File: config.mk
export PLATFORM = sky130hd
export DESIGN_NAME = ctrl_trace_encoder
export DESIGN_NICKNAME = d
export VERILOG_FILES = /design/src/rtl/ctrl_pkg.sv /design/src/rtl/trace_fifo.sv /design/src/rtl/ctrl_trace_encoder.sv
export SDC_FILE = /design/constraint.sdc
export NUM_CORES = 1
export LEC_CHECK = 0
export BUFFER_PORTS_ARGS = -buffer_cell sky130_fd_sc_hd__buf_2
export CAP_MARGIN = 20
export CORE_MARGIN = 8
export CORE_UTILIZATION = 25
export DETAILED_ROUTE_END_ITERATION = 10
export HOLD_SLACK_MARGIN = 0.02
export SYNTH_ARGS = -nofsm -noshare
export SYNTH_HDL_FRONTEND = slang
export SYNTH_SLANG_ARGS = --single-unit
File: constraint.sdc
create_clock -name clk -period 7.5 [get_ports clk]
set_input_delay 1.125 -clock clk [delete_from_list [all_inputs] [get_ports clk]]
set_output_delay 1.125 -clock clk [all_outputs]
set_load 0.05 [all_outputs]
File: src/rtl/ctrl_pkg.sv
// ctrl_pkg: opcodes, control-bit indices, golden control patterns and ALU function codes
package ctrl_pkg;

    typedef logic [3:0] opcode_t;

    localparam opcode_t OP_ADD  = 4'b0000;
    localparam opcode_t OP_SUB  = 4'b0001;
    localparam opcode_t OP_AND  = 4'b0010;
    localparam opcode_t OP_OR   = 4'b0011;
    localparam opcode_t OP_ADDI = 4'b0100;
    localparam opcode_t OP_ANDI = 4'b0101;
    localparam opcode_t OP_SLT  = 4'b0110;
    localparam opcode_t OP_LW   = 4'b0111;
    localparam opcode_t OP_SW   = 4'b1000;
    localparam opcode_t OP_J    = 4'b1001;
    localparam opcode_t OP_BEQ  = 4'b1010;
    localparam opcode_t OP_LEA  = 4'b1011;
    localparam opcode_t OP_MVS  = 4'b1100;
    localparam opcode_t OP_NOP  = 4'b1101;
    localparam opcode_t OP_ILL  = 4'b1111;

    localparam int CTRL_REGDST   = 10;
    localparam int CTRL_REGWRITE = 9;
    localparam int CTRL_EXTD     = 8;
    localparam int CTRL_ALUSRC   = 7;
    localparam int CTRL_MEMREAD  = 6;
    localparam int CTRL_MEMWRITE = 5;
    localparam int CTRL_MEMTOREG = 4;
    localparam int CTRL_BRANCH   = 3;
    localparam int CTRL_JUMP     = 2;
    localparam int CTRL_MVS      = 1;
    localparam int CTRL_LEA      = 0;

    localparam logic [10:0] CTRL_RTYPE = 11'b11000000000;
    localparam logic [10:0] CTRL_ADDI  = 11'b01110000000;
    localparam logic [10:0] CTRL_ANDI  = 11'b01010000000;
    localparam logic [10:0] CTRL_LW    = 11'b01111010000;
    localparam logic [10:0] CTRL_SW    = 11'b00110100000;
    localparam logic [10:0] CTRL_J     = 11'b00000000100;
    localparam logic [10:0] CTRL_BEQ   = 11'b00100001000;
    localparam logic [10:0] CTRL_LEA_P = 11'b01010000001;
    localparam logic [10:0] CTRL_MVS_P = 11'b11000000010;
    localparam logic [10:0] CTRL_NOP   = 11'b00000000000;

    localparam logic [2:0] ALU_FN_ADD = 3'd0;
    localparam logic [2:0] ALU_FN_SUB = 3'd1;
    localparam logic [2:0] ALU_FN_AND = 3'd2;
    localparam logic [2:0] ALU_FN_OR  = 3'd3;
    localparam logic [2:0] ALU_FN_SLT = 3'd4;

endpackage

File: src/rtl/trace_fifo.sv
// trace_fifo: synchronous FIFO, push accepted when full only alongside a pop
module trace_fifo #(
    parameter int WIDTH = 8,
    parameter int DEPTH = 8
) (
    input  logic             clk,
    input  logic             rst,
    input  logic             push,
    input  logic             pop,
    input  logic [WIDTH-1:0] din,
    output logic [WIDTH-1:0] dout,
    output logic             full,
    output logic             empty
);
    localparam int AW = $clog2(DEPTH);

    logic [WIDTH-1:0] mem [DEPTH];
    logic [AW-1:0] wrPtr, rdPtr;
    logic [AW:0] count;
    logic doPush, doPop;

    assign empty  = count == '0;
    assign full   = count == (AW+1)'(DEPTH);
    assign doPop  = pop && !empty;
    assign doPush = push && (!full || doPop);
    assign dout   = empty ? '0 : mem[rdPtr];

    // pointers wrap naturally at DEPTH; occupancy tracks pushes minus pops
    always_ff @(posedge clk or posedge rst) begin
        if (rst) begin
            wrPtr <= '0;
            rdPtr <= '0;
            count <= '0;
        end else begin
            if (doPush) wrPtr <= wrPtr + 1'b1;
            if (doPop) rdPtr <= rdPtr + 1'b1;
            count <= count + (AW+1)'(doPush) - (AW+1)'(doPop);
        end
    end

    // storage write, no reset needed since the head is masked when empty
    always_ff @(posedge clk) begin
        if (doPush && !rst) mem[wrPtr] <= din;
    end

endmodule

File: src/rtl/ctrl_trace_encoder.sv
// ctrl_trace_encoder: re-encodes retired control signals to opcodes and streams trace records
module ctrl_trace_encoder
    import ctrl_pkg::*;
#(
    parameter int PC_W  = 32,
    parameter int DEPTH = 8,
    parameter int CNT_W = 8
) (
    input  logic              clk,
    input  logic              rst,
    input  logic              retire,
    input  logic [10:0]       ctrl,
    input  logic [2:0]        alu_fn,
    input  logic [PC_W-1:0]   pc,
    output logic              tr_valid,
    input  logic              tr_ready,
    output logic [PC_W+4:0]   tr_data,
    output logic              ovf,
    output logic [CNT_W-1:0]  drop_cnt,
    input  logic              clr_ovf
);
    opcode_t opcode;
    logic err, full, empty, drop;

    // map the control pattern back to its opcode; anything unknown is illegal
    always_comb begin
        opcode = OP_ILL;
        case (ctrl)
            CTRL_RTYPE: opcode = alu_fn == ALU_FN_ADD ? OP_ADD :
                                 alu_fn == ALU_FN_SUB ? OP_SUB :
                                 alu_fn == ALU_FN_AND ? OP_AND :
                                 alu_fn == ALU_FN_OR  ? OP_OR  :
                                 alu_fn == ALU_FN_SLT ? OP_SLT : OP_ILL;
            CTRL_ADDI:  opcode = OP_ADDI;
            CTRL_ANDI:  opcode = OP_ANDI;
            CTRL_LW:    opcode = OP_LW;
            CTRL_SW:    opcode = OP_SW;
            CTRL_J:     opcode = OP_J;
            CTRL_BEQ:   opcode = OP_BEQ;
            CTRL_LEA_P: opcode = OP_LEA;
            CTRL_MVS_P: opcode = OP_MVS;
            CTRL_NOP:   opcode = OP_NOP;
            default:    opcode = OP_ILL;
        endcase
    end

    assign err      = opcode == OP_ILL;
    assign tr_valid = !empty;
    assign drop     = retire && full && !tr_ready;

    trace_fifo #(.WIDTH(PC_W + 5), .DEPTH(DEPTH)) fifo (
        .clk   (clk),
        .rst   (rst),
        .push  (retire),
        .pop   (tr_ready),
        .din   ({err, opcode, pc}),
        .dout  (tr_data),
        .full  (full),
        .empty (empty)
    );

    // sticky overflow flag and saturating drop counter; clear beats a same-cycle drop
    always_ff @(posedge clk or posedge rst) begin
        if (rst) begin
            ovf      <= 1'b0;
            drop_cnt <= '0;
        end else if (clr_ovf) begin
            ovf      <= 1'b0;
            drop_cnt <= '0;
        end else if (drop) begin
            ovf      <= 1'b1;
            drop_cnt <= &drop_cnt ? drop_cnt : drop_cnt + 1'b1;
        end
    end

endmodule

# Word level (Yosys, flattened, before mapping)

Memory sizes are Yosys's and may differ from the RTL's.
Index checks and enable logic that the tools add are counted.

Register bits: 19
Latch bits: 0
Memory bits (writable): 296
Memory bits (read-only): 0
Input port bits: 51
Memories: 1

$add $sub $neg: 5
Multipliers: 0
Div/mod/pow operators: 0
$lt $le $gt $ge: 0
Equal/unequal tests: 16
Shift operators: 0
Multiplexer cells: 14
Bitwise operators: 0
Reduce and logical (&&, ||, !) cells: 16

Memories:

| name     | depth | bits a word | read ports | clocked after memory_dff | write ports | RTL line         | text |
|---|---|---|---|---|---|---|---|
| fifo.mem | 8     | 37          | 1          | 0                        | 1           | trace_fifo.sv:17 | `logic [WIDTH-1:0] mem [DEPTH];` |

Operator list:

| cell                                                                    | number |
|---|---|
| 11-bit by 10-bit equality test with 1-bit output, second input constant | 4 |
| 4-bit one-hot mux with 10 select lines                                  | 1 |
| 37-bit 2-to-1 mux                                                       | 1 |
| 8-bit 2-to-1 mux                                                        | 3 |
| 11-bit equality test, second input constant                             | 2 |
| 11-bit by 9-bit equality test with 1-bit output, second input constant  | 2 |
| 4-bit 2-to-1 mux                                                        | 5 |
| 11-bit by 3-bit equality test with 1-bit output, second input constant  | 1 |
| 11-bit zero test                                                        | 1 |
| 8-bit by 1-bit adder with 8-bit output, second input constant           | 1 |
| 4-bit equality test, second input constant                              | 2 |
| 8-bit AND reduction                                                     | 1 |
| 3-bit by 1-bit adder with 3-bit output, second input constant           | 2 |
| 3-bit by 2-bit equality test with 1-bit output, second input constant   | 2 |
| 1-bit logical AND                                                       | 5 |
| 4-bit by 1-bit adder with 4-bit output                                  | 1 |
| 1-bit zero test                                                         | 4 |
| 4-bit zero test                                                         | 1 |
| 1-bit 2-to-1 mux                                                        | 4 |
| 4-bit by 1-bit subtractor with 4-bit output                             | 1 |
| 3-bit by 1-bit equality test with 1-bit output, second input constant   | 1 |
| 3-bit equality test, second input constant                              | 1 |
| 3-bit zero test                                                         | 1 |
| 2-bit != test, second input constant                                    | 1 |
| other kinds (3)                                                         | 3 |

# Longest topological paths before layout

Word-level depth: 8
Mapped depth: 12
Mapped depth without buffers: 11

# Hierarchy

A second synthesis with hierarchy kept.

Cell total of the unflattened synthesis: 591
Area, all modules: 12522.0 µm²

Modules (own cells, without submodules):

| module             | instances | cells each | area an instance (µm²) | sequential area each (µm²) |
|---|---|---|---|---|
| trace_fifo         | 1         | 493        | 11678.7                | 9138.8 |
| ctrl_trace_encoder | 1         | 98         | 843.3                  | 225.2 |

# Least setup slack after synthesis

OpenSTA, ideal clock, no wires.

Path kind: in2reg
Start point: input port tr_ready
End point: memory fifo.mem[0][0] (netlist bit), enable pin
Library setup time: 0.537 ns
Data arrival time: 5.282 ns
Required time: 6.963 ns
Slack: 1.682 ns
Cell stages on the path: 3
Path buffers: 0
Cells stage by stage: nor2b_1 > o21ai_1 > nor4b_1

Word-level cells in the longest chain between the ends: 6

RTL lines:

| what                                   | RTL line                 | text |
|---|---|---|
| start: declaration                     | ctrl_trace_encoder.sv:16 | `input logic tr_ready,` |
| 1-bit logical AND                      | trace_fifo.sv:24         | `assign doPop = pop && !empty;` |
| 1-bit logical OR                       | trace_fifo.sv:25         | `assign doPush = push && (!full \|\| doPop);` |
| 1-bit logical AND                      | trace_fifo.sv:25         |  |
| 1-bit logical AND                      | trace_fifo.sv:43         | `if (doPush && !rst) mem[wrPtr] <= din;` |
| 1-bit 2-to-1 mux                       | trace_fifo.sv:43         |  |
| 1-bit 2-to-1 mux (implied by the code) | trace_fifo.sv:43         |  |
| end: declaration                       | trace_fifo.sv:17         |  |

Every way passes these cells.

# Worst setup path in the final report

Start point: register fifo.rdPtr[0]
End point: output port tr_data[25]

Word-level cells in the longest chain between the ends: 2

RTL lines:

| what                     | RTL line                 | text |
|---|---|---|
| start: declaration       | trace_fifo.sv:18         | `logic [AW-1:0] wrPtr, rdPtr;` |
| start signal: assignment | trace_fifo.sv:36         | `if (doPop) rdPtr <= rdPtr + 1'b1;` |
| memory read 8 x 37 bit   | n/a                      |  |
| 37-bit 2-to-1 mux        | trace_fifo.sv:26         | `assign dout = empty ? '0 : mem[rdPtr];` |
| end: declaration         | ctrl_trace_encoder.sv:17 | `output logic [PC_W+4:0] tr_data,` |

Every way passes these cells.

==> impl_metrics.toml <==
[critical_path]
cp_cell_sequence = "buf_12 > buf_4 > mux4_2 > mux2i_1 > nor2_1 > buf_2"
crit_family = "buffers and inverters"
crit_type = "reg2out"
worstPathRequired_ns = 6.38
worstSetupStartpointType = "flop"
crit_buf_inv = 3
worstPathArrival_ns = 3.23
cp-end-kind = "output port"
worst_path_largest_cell_delay_ns = 0.72
crit_fanout = 30
crit_path_top_delay_cell = "dfrtp_4"

[logic_synthesis]
ys.flop_type = "edfxtp_1"
netlist_top_cells_area = "edfxtp_1, mux4_2, dfrtp_1"
syn_area_um2 = 12600
post-synth-top-count-cell = "edfxtp_1"
ys_seq_area_share_pct = 74.0
synth_cell_types = 52
syn_avg_cell_area_um2 = 20.2
async_flop_share_pct = 6.03
synth_edf_count = 296
yosys-top-cells-count = "edfxtp_1, mux4_2, nor2_1, mux2i_1, dfrtp_1"
yosysTopAreaCell = "edfxtp_1"
synth_nets = 688
synth_top_area_share_pct = 70.3
yosysWarnings = 0
yosys_register_bits = 315
syn-instance-count = 627

[power]
ir_drop_mv = 0.218
p_leak_nw = 5.11
power_mw = 5.93
power_density_nw_per_um2 = 393

[clock_tree]
cts_buffers = 35
clk_pin_slew_worst_paths_ns = 0.06
cts.sinks = 315
cts_resized = 0
cts_setup_buffers = 0
clk_path_buf_depth = 3
cts_tree = "done"
worstSkewPairLatency_ns = 0.52
cts-hold-fix-buffers = 0
cts_root_buffer = "clkbuf_16"
cts_max_level = 2

[die]
die_height_um = 241
ioPinCount = 98
initial_utilization_pct = 25.3
dieArea_um2 = 58000
core-area_um2 = 50100
die_x_um = 241
num_rows = 82

[grt]
antenna_found_initial = 3
overflow = 0
grt_max_degree = 64
gr-usage-all-layers_pct = 9.95
grt_pass1_wl_um = 43200
grt_pass1_vias = 6716

[timing]
setup-tns-final_ns = 0
fin_crit_ns = 4.36
setup_viol = 0
fmax_ghz = 0.229
hold_violations = 0
slew_violations = 0
finalClockSkew_ns = 0.0107
period_share_pct = 58.1
relSlewSlack_pct = 24.7
tightest_slew_ns = 1.13
rsz0062_at_grt = "false"

[finish]
fillers = 4939
syn_to_final_growth_pct = 19.4
post_route_cells_drive_above_1_share_pct = 33.2
fin_nets = 808

[placement]
dp.final_hpwl_um = 16000
gp_congestion = 0.705
numPortBuffers = 97

[hold_path]
hp-class = "reg2reg"

[route]
route.detailed.drc = 0
totalWireLength_um = 28400
first_pass_iters = 5
final_antenna_net_count = 0
vias = 6244
wire_per_inst_um = 19.7
drtIter0Drc = 411
avgViaCountPerCell = 4.32

[run_status]
status = "completed"

[job]
drv_cap = 0
[cells in the final DEF (no fill, tap or decap), types with 4 or more instances in the layout]
cell       instances
a21oi_1            4
buf_2             97
buf_4             12
clkbuf_1          10
clkbuf_16         37
clkinv_1           5
clkinv_2           5
dfrtp_1           16
edfxtp_1         296
ha_1               9
inv_1             13
mux2i_1           38
mux4_2            74
nand2_1           12
nand3_1           10
nand4_1            5
nor2_1            49
nor3_1             7
xnor2_1            8
[registers in the layout (all words and copies together), names as in the netlist]
register    cells
fifo.mem      296
drop_cnt        8
fifo.count      4
fifo.rdPtr      3
fifo.wrPtr      3
ovf             1
[per-layer routing]
metal / vias up / track usage (%) / wire [um]
met5: - / 0 / 10
met4: 2 / 2.61 / 507
met3: 41 / 2.63 / 1590
met2: 134 / 16.4 / 13500
met1: 3278 / 12.9 / 12800
li1: 2789 / - / -
[through the flow]
stage | hold WS [ns] | instances | util (%) | cell area (um2) | setup slack [ns]
6_report | 0.525 | 1445 | 30.1 | 15100 | 3.14
3_5_place_dp | 0.520 | 1381 | 27.9 | 14000 | 3.40
5_1_grt | 0.564 | 1443 | 30.1 | 15100 | 2.83
2_1_floorplan | 0.531 | 627 | - | 12600 | 1.68
3_3_place_gp | 0.504 | 1381 | 27.9 | 14000 | 3.39
4_1_cts | 0.534 | 1442 | 30.1 | 15100 | 2.82
[tightest hold or removal path: cells and delay by family (launching register included)]
family	cells	cell delay [ns]
flip-flops	1	0.36
AO/OA/AOI/OAI	1	0.05
AND/OR/NAND/NOR	1	0.08
[logic make-up (layout without fill, tap and decap cells)]
logic type,Yosys count,in the layout,share of synthesized area [%]
other cells,0,2,0
xor+xnor,11,11,0.762
mux,113,113,16.3
buf+inv,41,185,1.64
simple gates,116,116,4.89
flops,315,315,74.0
compound gates,21,21,1.34
fa+ha+maj,10,10,1.05
[power breakdown]
group / internal, mW / switching [mW]
Sequential: 2.09 / 0.172
Combinational: 0.708 / 1.30
Clock: 1.00 / 0.663
Total: 3.80 / 2.13
[path summary, 6_finish.rpt]
check	depth (start not counted)	end	startpoint	slack, ns
worst max-delay path	6	tr_data[25]	fifo.rdPtr[0]	3.14
worst min-delay path	2	ovf	ovf	0.52
worst max register to register	6	fifo.mem[0][8]	fifo.count[2]	4.51
worst min register to register	2	ovf	ovf	0.52
max in group asynchronous	2	fifo.rdPtr[0]	rst	6.08
min in group asynchronous	2	fifo.rdPtr[2]	rst	0.80
[cell type report]
cell class              instances  area, um2  share of cell area [%]
clock inverters                14        143                   0.945
repair buffers                110        596                    3.95
well taps                     672        841                    5.57
flip-flops and latches        315       9380                    62.1
multi-input cells             271       3120                    20.7
inverters                      14       52.6                   0.348
diodes                          2       5.00                  0.0332
clock buffers                  47        963                    6.38
Power figures use the tool's default switching activity.
